--- src/rtl/dmem_port_arbiter_pkg.sv ---
// -----------------------------------------------------------------------------
// dmem_port_arbiter_pkg
// Shared constants and types for the data-memory port arbiter.
//   ADDR_W_DEF / DATA_W_DEF : default word-address and data widths (64 x 32)
//   PORT_CORE / PORT_EXT    : port numbers (core load/store, external loader)
//   lock_owner_e            : which port currently holds the atomic lock
//   lock_of()               : maps a port number to its lock-owner code
// -----------------------------------------------------------------------------
package dmem_port_arbiter_pkg;

   localparam int ADDR_W_DEF = 6;
   localparam int DATA_W_DEF = 32;

   localparam logic PORT_CORE = 1'b0;
   localparam logic PORT_EXT  = 1'b1;

   typedef enum logic [1:0] {
      LOCK_NONE = 2'b00,
      LOCK_P0   = 2'b01,
      LOCK_P1   = 2'b10
   } lock_owner_e;

   function automatic lock_owner_e lock_of(input logic port);
      return (port == PORT_EXT) ? LOCK_P1 : LOCK_P0;
   endfunction

endpackage

--- src/rtl/dmem_port_arbiter_if.sv ---
// -----------------------------------------------------------------------------
// dmem_port_arbiter_if
// One requester's view of the shared data memory.
//   req    : access request, held with we/addr/wdata until gnt
//   we     : 1 = write, 0 = read
//   addr   : word address
//   wdata  : write data
//   lock   : keep ownership after the grant (atomic read-modify-write)
//   gnt    : access issued this cycle
//   rvalid : read data valid (one cycle after a read grant)
//   rdata  : read data, held after rvalid
// Modports: master = requester side, slave = arbiter side.
// -----------------------------------------------------------------------------
interface dmem_port_arbiter_if
   import dmem_port_arbiter_pkg::*;
#(
   parameter int ADDR_W = ADDR_W_DEF,
   parameter int DATA_W = DATA_W_DEF
) ();

   logic              req;
   logic              we;
   logic [ADDR_W-1:0] addr;
   logic [DATA_W-1:0] wdata;
   logic              lock;
   logic              gnt;
   logic              rvalid;
   logic [DATA_W-1:0] rdata;

   modport master (
      output req, we, addr, wdata, lock,
      input  gnt, rvalid, rdata
   );

   modport slave (
      input  req, we, addr, wdata, lock,
      output gnt, rvalid, rdata
   );

endinterface

--- src/rtl/dmem_port_arbiter_rr_grant2.sv ---
// -----------------------------------------------------------------------------
// rr_grant2
// Combinational two-way round-robin grant with a lock mask.
//   req[1:0]   : requests from port 0 / port 1
//   prio       : port favoured when both request
//   lock_owner : port holding the lock; the other port is masked off
//   gnt[1:0]   : one-hot or zero grant
// -----------------------------------------------------------------------------
module rr_grant2
   import dmem_port_arbiter_pkg::*;
(
   input  logic [1:0]  req,
   input  logic        prio,
   input  lock_owner_e lock_owner,
   output logic [1:0]  gnt
);

   always_comb begin
      gnt = 2'b00;
      case (lock_owner)
         LOCK_P0: gnt[0] = req[0];
         LOCK_P1: gnt[1] = req[1];
         default: begin
            // Unused encoding 2'b11 falls through here and behaves as unlocked.
            case (req)
               2'b01:   gnt = 2'b01;
               2'b10:   gnt = 2'b10;
               2'b11:   gnt = (prio == PORT_EXT) ? 2'b10 : 2'b01;
               default: gnt = 2'b00;
            endcase
         end
      endcase
   end

endmodule

--- src/rtl/dmem_port_arbiter.sv ---
// -----------------------------------------------------------------------------
// dmem_port_arbiter
// Shares a single-port, word-addressed data memory between the core
// load/store path (port 0) and the external loader/debug port (port 1).
// Round-robin arbitration with an optional atomic lock; one access issued
// per cycle; read data returns one cycle after issue to the issuing port.
//   clk        : system clock
//   reset      : synchronous, active-low reset
//   p0, p1     : requester ports (see dmem_port_arbiter_if)
//   mem_en     : memory access strobe
//   mem_we     : memory write strobe
//   mem_addr   : memory word address
//   mem_wdata  : memory write data
//   mem_rdata  : memory read data, valid the cycle after a read strobe
//   stall0     : port 0 requesting but not granted; core freezes on this
// -----------------------------------------------------------------------------
module dmem_port_arbiter
   import dmem_port_arbiter_pkg::*;
#(
   parameter int ADDR_W = ADDR_W_DEF,
   parameter int DATA_W = DATA_W_DEF
) (
   input  logic                clk,
   input  logic                reset,
   dmem_port_arbiter_if.slave  p0,
   dmem_port_arbiter_if.slave  p1,
   output logic                mem_en,
   output logic                mem_we,
   output logic [ADDR_W-1:0]   mem_addr,
   output logic [DATA_W-1:0]   mem_wdata,
   input  logic [DATA_W-1:0]   mem_rdata,
   output logic                stall0
);

   // Gather both ports into indexable form.
   logic [1:0]        req_v;
   logic [1:0]        we_v;
   logic [1:0]        lock_v;
   logic [1:0]        gnt_v;
   logic [ADDR_W-1:0] addr_v  [2];
   logic [DATA_W-1:0] wdata_v [2];
   logic [1:0]        rvalid_v;
   logic [DATA_W-1:0] rdata_v [2];

   assign req_v      = {p1.req,  p0.req};
   assign we_v       = {p1.we,   p0.we};
   assign lock_v     = {p1.lock, p0.lock};
   assign addr_v[0]  = p0.addr;
   assign addr_v[1]  = p1.addr;
   assign wdata_v[0] = p0.wdata;
   assign wdata_v[1] = p1.wdata;

   // State
   logic        prio_reg;
   lock_owner_e lock_owner_reg;
   lock_owner_e lock_owner_next;
   logic        rd_pend_reg;
   logic        rd_port_reg;

   rr_grant2 u_grant (
      .req        (req_v),
      .prio       (prio_reg),
      .lock_owner (lock_owner_reg),
      .gnt        (gnt_v)
   );

   // Grant is one-hot, so bit 1 alone identifies the winner whenever mem_en is set.
   logic gnt_port;
   assign gnt_port = gnt_v[1];

   // Issue: mux the winning port onto the memory bus, all zero when idle.
   always_comb begin
      mem_en    = |gnt_v;
      mem_we    = 1'b0;
      mem_addr  = '0;
      mem_wdata = '0;
      if (mem_en) begin
         mem_we    = we_v[gnt_port];
         mem_addr  = addr_v[gnt_port];
         mem_wdata = wdata_v[gnt_port];
      end
   end

   assign stall0 = p0.req & ~gnt_v[0];

   // Lock ownership: only taken at a grant, released the first cycle the
   // owner lowers its lock, and never stolen by the other port.
   always_comb begin
      lock_owner_next = lock_owner_reg;
      case (lock_owner_reg)
         LOCK_P0: begin
            if (!lock_v[0]) lock_owner_next = LOCK_NONE;
         end
         LOCK_P1: begin
            if (!lock_v[1]) lock_owner_next = LOCK_NONE;
         end
         LOCK_NONE: begin
            if (mem_en && lock_v[gnt_port]) lock_owner_next = lock_of(gnt_port);
         end
         default: lock_owner_next = LOCK_NONE;
      endcase
   end

   always_ff @(posedge clk) begin
      if (!reset) begin
         prio_reg       <= PORT_CORE;
         lock_owner_reg <= LOCK_NONE;
         rd_pend_reg    <= 1'b0;
         rd_port_reg    <= PORT_CORE;
      end else begin
         lock_owner_reg <= lock_owner_next;
         rd_pend_reg    <= mem_en & ~mem_we;
         if (mem_en) begin
            // The port that just lost the slot is favoured next time.
            prio_reg    <= ~gnt_port;
            rd_port_reg <= gnt_port;
         end
      end
   end

   // Read return: rvalid is a single-cycle pulse to the issuing port; rdata
   // passes mem_rdata through in that cycle and holds the captured word after.
   generate
      for (genvar gi = 0; gi < 2; gi++) begin : g_port
         logic [DATA_W-1:0] rdata_reg;

         assign rvalid_v[gi] = rd_pend_reg && (rd_port_reg == 1'(gi));

         always_ff @(posedge clk) begin
            if (!reset) begin
               rdata_reg <= '0;
            end else if (rvalid_v[gi]) begin
               rdata_reg <= mem_rdata;
            end
         end

         assign rdata_v[gi] = rvalid_v[gi] ? mem_rdata : rdata_reg;
      end
   endgenerate

   assign p0.gnt    = gnt_v[0];
   assign p1.gnt    = gnt_v[1];
   assign p0.rvalid = rvalid_v[0];
   assign p1.rvalid = rvalid_v[1];
   assign p0.rdata  = rdata_v[0];
   assign p1.rdata  = rdata_v[1];

endmodule

--- src/flat_wrapper.sv ---
// flat-port wrapper written by rule: the top's interface ports become plain ports
module dmem_port_arbiter_flat import dmem_port_arbiter_pkg::*;
#(
   parameter int ADDR_W = ADDR_W_DEF,
   parameter int DATA_W = DATA_W_DEF
)
  (clk, reset, mem_en, mem_we, mem_addr, mem_wdata, mem_rdata, stall0, p0_req, p0_we, p0_addr, p0_wdata, p0_lock, p0_gnt, p0_rvalid, p0_rdata, p1_req, p1_we, p1_addr, p1_wdata, p1_lock, p1_gnt, p1_rvalid, p1_rdata);
  dmem_port_arbiter_if #(.ADDR_W(ADDR_W), .DATA_W(DATA_W)) p0_i ();
  dmem_port_arbiter_if #(.ADDR_W(ADDR_W), .DATA_W(DATA_W)) p1_i ();
  input  logic clk;
  input  logic reset;
  output logic mem_en;
  output logic mem_we;
  output logic [ADDR_W-1:0] mem_addr;
  output logic [DATA_W-1:0] mem_wdata;
  input  logic [DATA_W-1:0] mem_rdata;
  output logic stall0;
  input wire logic [$bits(p0_i.req)-1:0] p0_req;
  input wire logic [$bits(p0_i.we)-1:0] p0_we;
  input wire logic [$bits(p0_i.addr)-1:0] p0_addr;
  input wire logic [$bits(p0_i.wdata)-1:0] p0_wdata;
  input wire logic [$bits(p0_i.lock)-1:0] p0_lock;
  output wire logic [$bits(p0_i.gnt)-1:0] p0_gnt;
  output wire logic [$bits(p0_i.rvalid)-1:0] p0_rvalid;
  output wire logic [$bits(p0_i.rdata)-1:0] p0_rdata;
  input wire logic [$bits(p1_i.req)-1:0] p1_req;
  input wire logic [$bits(p1_i.we)-1:0] p1_we;
  input wire logic [$bits(p1_i.addr)-1:0] p1_addr;
  input wire logic [$bits(p1_i.wdata)-1:0] p1_wdata;
  input wire logic [$bits(p1_i.lock)-1:0] p1_lock;
  output wire logic [$bits(p1_i.gnt)-1:0] p1_gnt;
  output wire logic [$bits(p1_i.rvalid)-1:0] p1_rvalid;
  output wire logic [$bits(p1_i.rdata)-1:0] p1_rdata;
  assign p0_i.req = p0_req;
  assign p0_i.we = p0_we;
  assign p0_i.addr = p0_addr;
  assign p0_i.wdata = p0_wdata;
  assign p0_i.lock = p0_lock;
  assign p0_gnt = p0_i.gnt;
  assign p0_rvalid = p0_i.rvalid;
  assign p0_rdata = p0_i.rdata;
  assign p1_i.req = p1_req;
  assign p1_i.we = p1_we;
  assign p1_i.addr = p1_addr;
  assign p1_i.wdata = p1_wdata;
  assign p1_i.lock = p1_lock;
  assign p1_gnt = p1_i.gnt;
  assign p1_rvalid = p1_i.rvalid;
  assign p1_rdata = p1_i.rdata;
  dmem_port_arbiter #(.ADDR_W(ADDR_W), .DATA_W(DATA_W)) u_core (.clk(clk), .reset(reset), .p0(p0_i), .p1(p1_i), .mem_en(mem_en), .mem_we(mem_we), .mem_addr(mem_addr), .mem_wdata(mem_wdata), .mem_rdata(mem_rdata), .stall0(stall0));
endmodule
--- config.mk ---
export PLATFORM = sky130hd
export DESIGN_NAME = dmem_port_arbiter_flat
export DESIGN_NICKNAME = d
export VERILOG_FILES = /design/src/rtl/dmem_port_arbiter_pkg.sv /design/src/rtl/dmem_port_arbiter_if.sv /design/src/rtl/dmem_port_arbiter_rr_grant2.sv /design/src/rtl/dmem_port_arbiter.sv /design/src/flat_wrapper.sv
export SDC_FILE = /design/constraint.sdc
export NUM_CORES = 1
export LEC_CHECK = 0
export BUFFER_PORTS_ARGS = -buffer_cell sky130_fd_sc_hd__buf_2
export CAP_MARGIN = 0
export CORE_MARGIN = 5
export CORE_UTILIZATION = 24
export CTS_CLUSTER_SIZE = 8
export DETAILED_ROUTE_END_ITERATION = 7
export GPL_ROUTABILITY_DRIVEN = 0
export GPL_TIMING_DRIVEN = 0
export SYNTH_ARGS = -nofsm -noshare
export SYNTH_HDL_FRONTEND = slang
export SYNTH_HIERARCHICAL = 1
export SYNTH_SLANG_ARGS = --single-unit
--- constraint.sdc ---
create_clock -name clk -period 2.65 [get_ports clk]
set_clock_uncertainty 0.05 [all_clocks]
set_input_delay 0.6625 -clock clk [delete_from_list [all_inputs] [get_ports clk]]
set_output_delay 0.6625 -clock clk [all_outputs]
set_load 0.01 [all_outputs]
==> results of run 1 <==
## metrics by stage
stage / cell area [sq um] / hold WS, ns / power [mW]
2_1_floorplan: 3960 / 0.379 / 1.60
3_3_place_gp: 5360 / 0.393 / 1.95
3_5_place_dp: 5360 / 0.395 / 1.95
4_1_cts: 5860 / 0.408 / 3.35
5_1_grt: 5930 / 0.421 / 3.49
6_report: 5930 / 0.404 / 3.32
## cell families (layout without fill, tap and decap cells)
logic type,after synthesis,after routing,share of synthesized area (%)
multiplexers,128,128,37.1
AND/OR/NAND/NOR,109,109,11.2
flip-flops,69,69,34.9
AO/OA/AOI/OAI,47,47,9.88
buffers and inverters,39,292,6.32
adder cells (fa/ha/maj),2,2,0.631
other,0,5,0
## report_power, final
part	switching (mW)	internal (mW)
clock	0.466	0.847
sequential	0.0265	1.08
combinational	0.438	0.465
## cells in the mapped netlist, types with 2 or more instances
cell type	count	area, sq um
nand2_1	97	364
dfxtp_1	69	1380
mux2i_1	64	641
a22o_1	39	342
mux2_2	32	360
mux2_4	29	435
buf_2	12	60.1
buf_6	7	78.8
buf_4	6	45.0
clkbuf_1	5	18.8
inv_1	4	15.0
mux2_1	3	33.8
nor2b_1	3	18.8
a31oi_1	2	12.5
buf_1	2	7.51
ha_1	2	25.0
nand2b_1	2	12.5
nor2_1	2	7.51
o21ai_1	2	10.0
## timing repair
item	in CTS	in global routing
endpoints found under the setup margin	42	41
buffers inserted	13	0
resized for setup	22	11
hold buffers	0	0
gates cloned	0	1
pin swaps	6	11
## worst min-delay path by stage
stage / end / depth (start not counted) / slack, ns / startpoint
detailed placement: u_core/g_port[1].rdata_reg[16] / 2 / 0.39 / u_core/g_port[1].rdata_reg[16]
floorplan: u_core/lock_owner_reg[1] / 1 / 0.38 / u_core/lock_owner_reg[0]
finish: u_core/g_port[1].rdata_reg[30] / 2 / 0.40 / u_core/g_port[1].rdata_reg[30]
global route: u_core/g_port[1].rdata_reg[8] / 2 / 0.42 / u_core/g_port[1].rdata_reg[8]
global placement: u_core/g_port[1].rdata_reg[28] / 2 / 0.39 / u_core/g_port[1].rdata_reg[28]
CTS: u_core/g_port[1].rdata_reg[29] / 2 / 0.41 / u_core/g_port[1].rdata_reg[29]
## critical path, cell delays in order, from the launching register on
cell and delay (ns):
dfxtp_2 0.34, inv_2 0.04, ha_4 0.28, o21ai_2 0.06, a31oi_2 0.19, buf_6 0.16
nor2b_4 0.04, buf_6 0.13, buf_8 0.12, a22o_1 0.21, buf_2 0.14
## metal layers
layer | track usage (%) | vias up | part of all wire [%]
li1 | - | 1893 | -
met1 | 16.3 | 1773 | 40
met2 | 24.9 | 166 | 50
met3 | 4.49 | 28 | 7.3
met4 | 7.28 | 0 | 2.9
met5 | 0 | - | 0
## cell type report
cell class                 count  share of cell area (%)
clock buffer                  10                    4.03
antenna                        5                   0.211
clock inverter                 6                    1.46
multi-input combinational    286                    40.1
sequential                    69                    23.3
buffer                        33                    4.64
timing repair buffer         237                    21.2
inverter                       6                   0.422
tap                          220                    4.64
==> impl_metrics.tcl, run 1 <==
set metrics [dict create \
    outcome "finished, violations left" \
    violations "negative setup slack" \
    r2r_slack_ns 0.96 \
    period_needed_ns 2.77 \
    n_fill_cell 1725 \
    drc 0 \
    worst_setup_path_end_kind "primary output" \
    setup_viol 32 \
    row_count 47 \
    antenna_found_initial 5 \
    ys_ff_latch 69 \
    wl_per_cell_um 16.4 \
    start_util_pct 24.2 \
    worstSkewPairLatency_ns 0.34 \
    fin_util_pct 36.1 \
    slew_viol_final 0 \
    syn2layout_area_growth_pct 49.6 \
    cts_tree "done" \
    totalWireLength_mm 14.3 \
    timing.rr.start "u_core/lock_owner_reg[0]" \
    cp-startpoint "u_core/lock_owner_reg[0]" \
    final_common_cell "buf_2" \
    grt_pass1_vias 4084 \
    cts_made_buffers 9 \
    ys.warnings.count 6 \
    vias 3860 \
    grt_overflow 0 \
    cts_root_buf "clkbuf_16" \
    p_per_area_mw_per_mm2 561 \
    syn-num-nets 512 \
    path_max_fanout 5 \
    cts_sinks 69 \
    io_pins 225 \
    track_usage_pct 14.5 \
    core-area_sq_mm 0.0164 \
    ant_nets 0 \
    drtIter0Drc 81 \
    die_w_um 138 \
    irDropWorstVdd_mv 0.293 \
    endpoint "mem_addr[2]" \
    required_ns 1.94 \
    fmax_mhz 362 \
    tightestPinTransition_ns 0.656 \
    die_y_um 138 \
    crit_arrival_ns 2.05 \
    grt_max_degree 13 \
    cts_buffer_depth 2 \
    reg2reg_depth 8 \
    syn_area_sq_mm 0.00396 \
    final_cell_mix "233 x buf_2, 97 x nand2_1, 67 x dfxtp_1, 64 x mux2i_1, 39 x a22o_1" \
    rsz0062_at_grt "true" \
    synth_cells 394 \
    synth-seq-area-share_pct 34.9 \
    fin_crit_sh_pct 104 \
    synth_ff_type "dfxtp_1" \
    async_flop_share_pct 0 \
    cap_viol_max_count 0 \
    dpl.hpwl_mm 11.0 \
    via_per_inst 4.43 \
    fin_nets 760 \
    dieArea_sq_mm 0.0192 \
    seq_area_sq_mm 0.00138 \
    leakagePower_nw 3.10 \
    synth_edf_count 0 \
    finalHoldViolCount 0 \
    dp_worst_setup_slack_ns -0.508 \
    synth.distinct_cells 31 \
    place_inst 838 \
    setup_ws_ns -0.116 \
    fin_cells 872 \
    slew_headroom_pct 56.2 \
    clkTransAtPathRegs_ns 0.06 \
    avgSynthCellArea_sq_um 10.1 \
    largest_reg_flops 64 \
    port_buffers 224 \
    r2r-end "u_core/rd_pend_reg" \
    critPathLaunchType "flop" \
    drtPass1Iterations 4 \
    fin_setup_tns_ns -2.30 \
    worstSetupPathType "reg2out" \
    multi_input_area_sq_mm 0.00238 \
    min_path_type "reg2reg" \
    htreeDepth 3 \
    grt_pass1_wl_mm 21.9 \
    drive_above_1_share_pct 55.2 \
]
Power figures use the tool's default switching activity.
==> run 2, diff against run 1 <==
REMOVE_ABC_BUFFERS = 1   (was unset)
==> run 2 against run 1 <==
  * The run still ends with negative setup slack left
  * Critical path type unchanged
  * Combinational power up 2%
  * Via count is 3.0% lower
  * Clock power hardly changed
  * Highest routed layer unchanged
  * Die area unchanged
==> impl_metrics.tcl, run 2 (synthesized netlist as in run 1, its figures left out) <==
set metrics [dict create \
    dpl.hpwl_mm 9.86 \
    dieArea_sq_mm 0.0192 \
    slew_viol_final 0 \
    vias 3746 \
    totalWireLength_mm 14.4 \
    drc 0 \
    outcome "finished, violations left" \
    htreeDepth 3 \
    reg2reg_depth 8 \
    p_per_area_mw_per_mm2 569 \
    min_path_type "reg2reg" \
    fin_crit_sh_pct 106 \
    violations "negative setup slack" \
    tightestPinTransition_ns 0.747 \
    cts_buffer_depth 2 \
    crit_chain "inv_2 -> ha_4 -> o21ai_4 -> a31oi_4 -> buf_12 -> nor2b_4 -> buf_12 -> a22o_1 -> buf_2" \
    drtIter0Drc 98 \
    dp_worst_setup_slack_ns -0.722 \
    cts_made_buffers 9 \
    finalHoldViolCount 0 \
    wl_per_cell_um 17.0 \
    worstSkewPairLatency_ns 0.33 \
    cp-startpoint "u_core/lock_owner_reg[0]" \
    critPathMostFrequentCell "buf_12" \
    path_max_fanout 13 \
    fin_util_pct 36.2 \
    timing.rr.start "u_core/lock_owner_reg[0]" \
    slowest_delay_ns 0.34 \
    r2r_slack_ns 0.87 \
    cts_root_buf "clkbuf_16" \
    core-area_sq_mm 0.0164 \
    antenna_found_initial 7 \
    drtPass1Iterations 4 \
    cts_tree "done" \
    final_common_cell "buf_2" \
    n_fill_cell 1677 \
    setup_viol 39 \
    fmax_mhz 356 \
    row_count 47 \
    port_buffers 224 \
    worst_setup_path_end_kind "primary output" \
    cap_viol_max_count 0 \
    syn2layout_area_growth_pct 49.7 \
    clkTransAtPathRegs_ns 0.06 \
    endpoint "mem_wdata[3]" \
    grt_pass1_wl_mm 21.7 \
    rsz0062_at_grt "true" \
    slew_headroom_pct 50.2 \
    slowest_stage "dfxtp_2" \
    grt_max_degree 99 \
    via_per_inst 4.44 \
    grt_overflow 0 \
    fin_setup_tns_ns -3.97 \
    hold_path_startpoint "u_core/g_port[1].rdata_reg[17]" \
    worstSetupPathType "reg2out" \
    final_cell_mix "217 x buf_2, 97 x nand2_1, 65 x dfxtp_1, 64 x mux2i_1, 37 x a22o_1" \
    period_needed_ns 2.81 \
    critPathLaunchType "flop" \
    setup_ws_ns -0.160 \
    fin_nets 735 \
    r2r-end "u_core/lock_owner_reg[0]" \
    grt_pass1_vias 3846 \
    io_pins 225 \
    crit_arrival_ns 2.10 \
    start_util_pct 24.2 \
    drive_above_1_share_pct 54.7 \
    required_ns 1.94 \
    irDropWorstVdd_mv 0.263 \
    ant_nets 0 \
    die_w_um 138 \
    leakagePower_nw 3.04 \
    holdWs_ns 0.408 \
    largest_reg_flops 64 \
    track_usage_pct 14.6 \
    cts_sinks 69 \
    die_y_um 138 \
]
-- run 2: through the flow --
stage                     cells  cell area [sq um]  power, mW
final                       843               5930       3.37
after global routing        843               5930       3.54
after detailed placement    808               5220       1.91
after CTS                   839               5870       3.41
after floorplan             361               3740       1.55
after global placement      805               5130       1.90
-- run 2: per-layer routing --
layer  global-route usage (%)  vias up  wire [um]  part of all wire (%)
li1                         -     1837          -                     -
met3                     4.45       25        994                   6.9
met1                     15.5     1721       5450                    38
met5                        0        -          0                     0
met4                     5.25        0        432                   3.0
met2                     27.0      163       7480                    52
-- run 2: final cells by class --
| type | instances | area (sq um) | area share (%) |
|---|---|---|---|
| Clock buffer | 10 | 239 | 4.03 |
| Timing Repair inverter | 1 | 8.76 | 0.148 |
| Timing Repair Buffer | 243 | 1440 | 24.2 |
| Clock inverter | 6 | 93.8 | 1.58 |
| Sequential cell | 69 | 1390 | 23.4 |
| Multi-Input combinational cell | 287 | 2440 | 41.1 |
| Antenna cell | 1 | 2.50 | 0.0422 |
| Inverter | 6 | 51.3 | 0.865 |
| Tap cell | 220 | 275 | 4.64 |
-- run 2: critical path: cells and delay by family, from the launching register on --
| family | cells | cell delay, ns |
|---|---|---|
| buffers and inverters | 4 | 0.51 |
| AOI/OAI and AO/OA | 3 | 0.42 |
| DFF | 1 | 0.34 |
| adders and majority gates | 1 | 0.27 |
| and+or+nand+nor | 1 | 0.21 |
-- run 2: worst min path at each step --
stage	to	depth (start not counted)
global route	u_core/g_port[1].rdata_reg[5]	2
CTS	u_core/g_port[1].rdata_reg[15]	2
detailed placement	u_core/g_port[1].rdata_reg[15]	2
floorplan	u_core/lock_owner_reg[1]	1
global placement	u_core/g_port[1].rdata_reg[16]	2
finish	u_core/g_port[1].rdata_reg[17]	2
-- run 2: what timing repair did --
item	in CTS	in global routing
gates cloned	4	2
setup endpoints to repair	100	40
pin swaps	3	5
buffers inserted	11	3
hold buffers	0	0
resized for setup	31	8
-- run 2: where the power goes --
group          switching (mW)  leakage (nW)  internal (mW)  total, mW
Clock                   0.481         0.160          0.858       1.34
Combinational           0.443          2.32          0.479      0.922
Sequential             0.0309         0.561           1.08       1.11
==> run 3, diff against run 2 <==
CORE_MARGIN = 2   (was 5)
CTS_CLUSTER_SIZE = unset   (was 8)
==> run 3 against run 2 <==
  * The run still ends with negative setup slack left
  * Sequential power about the same
  * Non-clock buffer count is 3 lower
  * Die area decreased by 8.5%
  * Worst hold slack worse by 0.0042 ns
  * Largest power group unchanged
  * Power is 6.1% lower
  * Global-route usage down 0.45 points
  * Setup slack improved by 0.061 ns
  * Clock-buffer cell count did not move
==> impl_metrics.tcl, run 3 (synthesized netlist as in run 1, its figures left out) <==
set metrics [dict create \
    drtPass1Iterations 4 \
    n_fill_cell 1677 \
    multi_input_area_sq_mm 0.00242 \
    grt_pass1_wl_mm 19.4 \
    leakagePower_nw 2.97 \
    setup_ws_ns -0.0985 \
    worstSkewPairLatency_ns 0.33 \
    worst_setup_path_end_kind "primary output" \
    cts_tree "done" \
    slowest_delay_ns 0.34 \
    dpl.hpwl_mm 8.45 \
    die_w_um 132 \
    r2r_slack_ns 1.03 \
    crit_chain "inv_2 -> ha_4 -> o21ai_4 -> a31oi_4 -> clkbuf_16 -> nor2b_4 -> buf_12 -> a22o_1 -> buf_2" \
    irDropWorstVdd_mv 0.313 \
    p_per_area_mw_per_mm2 547 \
    crit_buf_inv 4 \
    cap_viol_max_count 0 \
    slew_headroom_pct 52.1 \
    min_path_type "reg2reg" \
    setup_viol 39 \
    cts_made_buffers 9 \
    htreeDepth 3 \
    crit_family "buffers and inverters" \
    worstSetupPathType "reg2out" \
    core-area_sq_mm 0.0160 \
    antennaDiodeCount 0 \
    timing.rr.start "u_core/lock_owner_reg[0]" \
    wl_per_cell_um 15.1 \
    grt_pass1_vias 3599 \
    slowest_stage "dfxtp_2" \
    ant_nets 0 \
    hold_path_startpoint "u_core/g_port[1].rdata_reg[26]" \
    outcome "finished, violations left" \
    fin_crit_sh_pct 104 \
    io_pins 225 \
    finalHoldViolCount 0 \
    die_y_um 132 \
    via_per_inst 4.37 \
    syn2layout_area_growth_pct 46.1 \
    total_power_mw 3.17 \
    vias 3644 \
    grt_max_degree 66 \
    final_common_cell "buf_2" \
    slew_viol_final 0 \
    cts_sinks 69 \
    period_needed_ns 2.75 \
    port_buffers 224 \
    cts_root_buf "clkbuf_16" \
    reg2reg_depth 7 \
    fin_nets 731 \
    drc 0 \
    cts_buffer_depth 2 \
    drive_above_1_share_pct 53.9 \
    critPathLaunchType "flop" \
    dieArea_sq_mm 0.0176 \
    min_delay_path_depth 2 \
    totalWireLength_mm 12.6 \
    min_to "u_core/g_port[1].rdata_reg[26]" \
    track_usage_pct 14.1 \
    violations "negative setup slack" \
    r2r-end "u_core/rd_pend_reg" \
    final_cell_mix "220 x buf_2, 97 x nand2_1, 65 x dfxtp_1, 64 x mux2i_1, 39 x a22o_1" \
    fmax_mhz 364 \
    seq_area_sq_mm 0.00139 \
    drtIter0Drc 77 \
    row_count 46 \
    start_util_pct 24.8 \
    required_ns 1.94 \
    path_max_fanout 26 \
    rsz0062_at_grt "true" \
    antenna_found_initial 1 \
    grt_overflow 0 \
    crit_arrival_ns 2.04 \
    clkTransAtPathRegs_ns 0.06 \
    fin_setup_tns_ns -2.18 \
    tightestPinTransition_ns 0.718 \
    largest_reg_flops 64 \
]
## run 3: worst max path at each step
stage / start / to / slack (ns) / depth (start not counted)
after floorplan: u_core/lock_owner_reg[0] / mem_addr[0] / -2.37 / 5
after global placement: u_core/lock_owner_reg[0] / mem_wdata[24] / -4.11 / 6
after detailed placement: u_core/rd_pend_reg / p1_rdata[26] / -0.66 / 4
after CTS: u_core/lock_owner_reg[0] / mem_wdata[4] / -0.08 / 9
after global routing: u_core/lock_owner_reg[0] / mem_wdata[4] / -0.20 / 9
final: u_core/lock_owner_reg[0] / mem_wdata[4] / -0.1 / 9
## run 3: power breakdown
| part | internal, mW | switching, mW | total, mW |
|---|---|---|---|
| logic | 0.446 | 0.422 | 0.868 |
| clock network | 0.727 | 0.461 | 1.19 |
| registers | 1.08 | 0.0310 | 1.11 |
| total | 2.26 | 0.914 | 3.17 |
## run 3: through the flow
stage          setup WS, ns  std cells  instance area, sq um  hold slack [ns]  utilization (%)
2_1_floorplan         -2.37        361                  3740            0.379                -
5_1_grt              -0.203        834                  5790            0.418             36.2
4_1_cts             -0.0814        832                  5740            0.407             35.9
3_3_place_gp          -4.11        801                  5130            0.392             32.1
6_report            -0.0985        834                  5790            0.404             36.2
3_5_place_dp         -0.664        804                  5220            0.394             32.6
## run 3: timing repair
item,4_1_cts,5_1_grt
endpoints found under the setup margin,100,47
cloned,2,1
pin swaps,3,2
hold buffers,0,0
gates resized for setup,27,8
buffers inserted,10,1
## run 3: layout make-up
type,count,area share (%)
clock buffer,10,3.96
multi-input combinational,287,41.8
clock inverter,6,1.10
sequential,69,23.9
tap,216,4.67
timing repair buffer,240,23.5
inverter,6,1.06
## run 3: metal layers
| metal | up-vias | GRT usage, % | wire length (um) |
|---|---|---|---|
| met5 | - | 0 | 0 |
| met4 | 0 | 4.66 | 202 |
| met3 | 11 | 2.64 | 657 |
| met2 | 148 | 25.3 | 6260 |
| met1 | 1652 | 16.9 | 5460 |
| li1 | 1833 | - | - |
## run 3: tightest hold or removal path, cell delays in order (launching register included)
cell	delay [ns]
dfxtp_1	0.31
nand2_1	0.05
mux2i_1	0.05
